### src/rtl/uart_tx_arbiter.sv
// uart_tx_arbiter: packet-level round-robin arbiter in front of the UART TX
// write port. Each grant emits a {HDR_TAG, grant_id} header byte followed by
// the granted requester's payload, up to MAX_LEN bytes per grant.
module uart_tx_arbiter #(
   parameter int unsigned NUM_REQ    = 2,
   parameter int unsigned DATA_WIDTH = 8,
   parameter logic [3:0]  HDR_TAG    = 4'hA,
   parameter int unsigned MAX_LEN    = 64
) (
   input  logic                          clk,
   input  logic                          rst_n,
   input  logic [NUM_REQ-1:0]            req_valid,
   input  logic [NUM_REQ*DATA_WIDTH-1:0] req_data,
   input  logic [NUM_REQ-1:0]            req_last,
   output logic [NUM_REQ-1:0]            req_ready,
   output logic                          uart_wr,
   output logic [DATA_WIDTH-1:0]         uart_din,
   input  logic                          uart_almost_full,
   output logic [3:0]                    grant_id,
   output logic                          busy,
   output logic                          err_overlen
);

   typedef enum logic [1:0] {
      IDLE = 2'd0,
      HDR  = 2'd1,
      DATA = 2'd2
   } state_t;

   state_t          state_q, state_d;
   logic [3:0]      grant_id_q, grant_id_d;
   logic [3:0]      last_ptr_q, last_ptr_d;
   logic [7:0]      byte_cnt_q, byte_cnt_d;
   logic            busy_q, busy_d;
   logic            err_overlen_q, err_overlen_d;

   logic            any_valid;
   logic [3:0]      rr_pick;
   logic [NUM_REQ-1:0]    gnt_onehot;
   logic            sel_valid;
   logic            sel_last;
   logic [DATA_WIDTH-1:0] sel_data;
   logic            at_limit;

   // Round-robin pick: rank each valid requester by its distance after last_ptr
   // and keep the nearest one.
   always_comb begin
      int unsigned lp;
      int unsigned rank;
      int unsigned best_rank;
      lp        = 32'(last_ptr_q);
      rank      = 0;
      best_rank = NUM_REQ;
      any_valid = 1'b0;
      rr_pick   = '0;
      for (int unsigned j = 0; j < NUM_REQ; j++) begin
         if (j > lp) begin
            rank = j - lp - 1;
         end else begin
            rank = j + NUM_REQ - lp - 1;
         end
         if (req_valid[j] && (rank < best_rank)) begin
            best_rank = rank;
            rr_pick   = 4'(j);
            any_valid = 1'b1;
         end
      end
   end

   // Mux out the granted requester's valid/last/data and its one-hot select.
   always_comb begin
      gnt_onehot = '0;
      sel_valid  = 1'b0;
      sel_last   = 1'b0;
      sel_data   = '0;
      for (int unsigned j = 0; j < NUM_REQ; j++) begin
         if (grant_id_q == 4'(j)) begin
            gnt_onehot[j] = 1'b1;
            sel_valid     = req_valid[j];
            sel_last      = req_last[j];
            sel_data      = req_data[j*DATA_WIDTH +: DATA_WIDTH];
         end
      end
   end

   assign at_limit = (byte_cnt_q == 8'(MAX_LEN - 1));

   // Next-state and write-port outputs for the IDLE/HDR/DATA sequence.
   always_comb begin
      state_d       = state_q;
      grant_id_d    = grant_id_q;
      last_ptr_d    = last_ptr_q;
      byte_cnt_d    = byte_cnt_q;
      err_overlen_d = 1'b0;
      uart_wr       = 1'b0;
      uart_din      = sel_data;
      req_ready     = '0;
      case (state_q)
         IDLE: begin
            if (any_valid) begin
               grant_id_d = rr_pick;
               state_d    = HDR;
            end
         end
         HDR: begin
            uart_din = {HDR_TAG, grant_id_q};
            uart_wr  = !uart_almost_full;
            if (!uart_almost_full) begin
               state_d = DATA;
            end
         end
         DATA: begin
            req_ready = gnt_onehot & {NUM_REQ{!uart_almost_full}};
            uart_wr   = sel_valid && !uart_almost_full;
            if (uart_wr) begin
               if (sel_last || at_limit) begin
                  last_ptr_d    = grant_id_q;
                  byte_cnt_d    = '0;
                  state_d       = IDLE;
                  err_overlen_d = !sel_last;
               end else begin
                  byte_cnt_d = byte_cnt_q + 8'd1;
               end
            end
         end
         default: begin
            state_d = IDLE;
         end
      endcase
      busy_d = (state_d != IDLE);
   end

   // State and registered outputs.
   always_ff @(posedge clk or negedge rst_n) begin
      if (!rst_n) begin
         state_q       <= IDLE;
         grant_id_q    <= '0;
         last_ptr_q    <= 4'(NUM_REQ - 1);
         byte_cnt_q    <= '0;
         busy_q        <= 1'b0;
         err_overlen_q <= 1'b0;
      end else begin
         state_q       <= state_d;
         grant_id_q    <= grant_id_d;
         last_ptr_q    <= last_ptr_d;
         byte_cnt_q    <= byte_cnt_d;
         busy_q        <= busy_d;
         err_overlen_q <= err_overlen_d;
      end
   end

   assign grant_id    = grant_id_q;
   assign busy        = busy_q;
   assign err_overlen = err_overlen_q;

endmodule

### config.mk
export PLATFORM = sky130hd
export DESIGN_NAME = uart_tx_arbiter
export DESIGN_NICKNAME = d
export VERILOG_FILES = /design/src/rtl/uart_tx_arbiter.sv
export SDC_FILE = /design/constraint.sdc
export NUM_CORES = 1
export LEC_CHECK = 0
export ABC_AREA = 1
export BUFFER_PORTS_ARGS = -buffer_cell sky130_fd_sc_hd__buf_2
export CAP_MARGIN = 0
export CORE_UTILIZATION = 31
export CTS_CLUSTER_SIZE = 28
export DETAILED_ROUTE_END_ITERATION = 6
export PLACE_DENSITY = 0.67
export SLEW_MARGIN = 10
export SYNTH_ARGS = -nofsm -noshare
export SYNTH_HDL_FRONTEND = slang
export SYNTH_SLANG_ARGS = --single-unit
### constraint.sdc
create_clock -name clk -period 1.35 [get_ports clk]
set_input_delay 0.135 -clock clk [delete_from_list [all_inputs] [get_ports clk]]
set_output_delay 0.135 -clock clk [all_outputs]
set_load 0.1 [all_outputs]
==> metrics.md <==
| Metric | Value |
|---|---|
| Vias in the first global route | `1198` |
| Max-slew violations | `0` |
| Vias | `1202` |
| Vias per std cell | `4.70` |
| Nets | `241` |
| Worst reg2reg startpoint | `grant_id[0]` |
| Yosys warning total | `0` |
| Fin cells | `256` |
| Antenna violations before repair | `0` |
| Final Cycle Share | `1.24` |
| First-pass GRT wire length | `5.05 mm` |
| Post-Synth Adder-Cell Area | `0.0609` |
| Worst Path Arrival | `1.54 ns` |
| Routed WL per cell | `13.4 um` |
| # H-tree levels | `1` |
| Detailed Routing Iterations Pass 1 | `4` |
| Critical path launch point type | `register` |
| Synth Area in Simple Gates | `0.330` |
| # fillers | `238` |
| Failing checks | `negative setup slack` |
| Worst hold start | `req_valid[1]` |
| Inst Count DP | `238` |
| Die ar. | `0.00355 mm2` |
| Port bufs | `36` |
| Die height | `59.6 um` |
| Synth Area in Compound Gates | `0.140` |
| WP data required | `1.22 ns` |
| Max-Cap Viols | `0` |
| Seq/Total Area, Yosys | `0.342` |
| RSZ-0062 raised after global routing | `true` |
| DP Wirelength | `2.18 mm` |
| Setup-failing EPs final | `24` |
| Tmin final | `1.68 ns` |
| Final Hold Fails | `0` |
| Setup ws final | `-0.325 ns` |
| Crit path from | `grant_id[0]` |
| Clk sinks | `14` |
| Distinct cells, synth | `32` |
| Post-route ant nets | `0` |
| Area delta synth->final | `101%` |
| IO Count | `40` |
| CP Class | `reg2out` |
| CTS tree | `done` |
| Commonest non-fill, non-tap cell in the layout | `buf_2` |
| Cell Area, Synth | `0.00103 mm2` |
| Worst skew pair latency | `0.28 ns` |
| TritonCTS Buffers | `3` |
| Crit path capture type | `primary output` |
| Mux contribution to synthesized area | `0` |
| Mean Syn Cell Area | `7.23 um2` |
| Core box area | `0.00310 mm2` |
| Worst-path clk slew | `0.09 ns` |
| Initial detailed-routing violation count | `28` |
| Skew final | `0.00105 ns` |
| Status | `finished, violations left` |
| Worst Path Max Fanout | `5` |
| Total track usage | `0.189` |
| Grt ovf | `0` |
| Mapped Cells | `142` |
| Worst Hold Class | `in2reg` |
| Rows | `20` |
| Largest family of logic cells by synthesized area | `simple AND/OR/NAND/NOR gates` |
| Worst hold slack | `0.168 ns` |
| Area share of xor/xnor cells in the synthesized design | `0.00853` |
| RD Place Congestion | `0.779` |
| DRC violations left | `0` |
| Antenna cell count | `0` |
| FF+latch count, synth | `14` |
| Die W | `59.6 um` |
| Max Fclk | `597 MHz` |
| Final WL | `3.43 mm` |
| Most frequent cells in the layout | `buf_2 (24), nand2_1 (20), buf_4 (20)` |
| Longest Clk Path Bufs | `2` |
| Largest net degree at the start of global routing | `15` |
| Share of layout cells above drive strength 1 | `0.613` |
| Clock root buffer | `clkbuf_4` |
| Starting Density | `0.331` |
## per-layer routing
layer | share of wire | wire, um | global-route usage
met5 | 0 | 0 | 0
met1 | 0.38 | 1300 | 0.220
met3 | 0.029 | 100 | 0.0437
met2 | 0.58 | 1980 | 0.356
met4 | 0.011 | 38 | 0.0299
## kinds of logic after synthesis
family,after synthesis
AOI/OAI and AO/OA,23
adders and majority gates,5
other,1
buffers and inverters,26
xor gates and xnor gates,1
DFF,14
and+or+nand+nor,72
## sequential cells by signal, indices dropped and copies added (netlist names)
register and flops:
busy 1, byte_cnt_q 8, err_overlen 1, grant_id 1, last_ptr_q 1, state_q 2
## per-stage QoR
step                      area, um2  TNS (ns)   util  setup WS [ns]
after global placement         1690    -0.735  0.543         -0.107
after global routing           2070     -6.59  0.667         -0.374
after detailed placement       1690    -0.923  0.543         -0.114
after floorplan                1160     -3.94      -         -0.445
final                          2070     -5.22  0.667         -0.325
after CTS                      1870     -3.58  0.602         -0.320
## cells in the mapped netlist, drive strengths merged
library cell  number  area (um2)
nand4              3        18.8
nand2             35         151
o21a               1        7.51
o21ai             12        63.8
inv               20        80.1
conb               1        3.75
o31ai              2        15.0
ha                 5        62.6
nand3              8        45.0
o22ai              1        6.26
a21boi             1        7.51
nor3               3        15.0
o211ai             1        7.51
nor2              21        88.8
xor2               1        8.76
dfrtp             13         325
clkbuf             1        3.75
clkinv             1        3.75
dfstp              1        26.3
a21oi              5        36.3
nor3b              2        20.0
buf                4        30.0
## area by class of cell
cell class,instances,area [um2],area share
Clock buffer,4,36.3,0.0175
Timing Repair Buffer,68,666,0.322
Sequential cell,14,357,0.172
Multi-Input combinational cell,104,840,0.406
Inverter,21,104,0.0502
Tap cell,44,55.1,0.0266
Timing Repair inverter,1,11.3,0.00544
## path summary, 6_finish.rpt
kind                       slack (ns)             to  cells after the start
min in group asynchronous        0.28  byte_cnt_q[3]                      2
min                              0.17    grant_id[0]                      3
max in group asynchronous        0.77  last_ptr_q[0]                      2
max reg2reg                     -0.27  byte_cnt_q[5]                     10
max                             -0.33        uart_wr                      6
min reg2reg                      0.55  last_ptr_q[0]                      1
## worst max-delay path, cell delays in order, from the launching register on
cell	delay, ns
dfrtp_4	0.52
inv_4	0.08
nand2_4	0.05
a21oi_4	0.18
nand2_4	0.08
a21boi_4	0.16
buf_12	0.19
## timing repair
action,4_1_cts,5_1_grt
buffers inserted,6,7
gates resized for setup,26,34
hold buffers,1,0
pin swaps,0,10
endpoints found under the hold margin,13,0
endpoints found under the setup margin,20,25
cloned,1,0
Power is not shown: default switching activity piles up to over one toggle a cycle in this logic, so the estimate is an artifact.
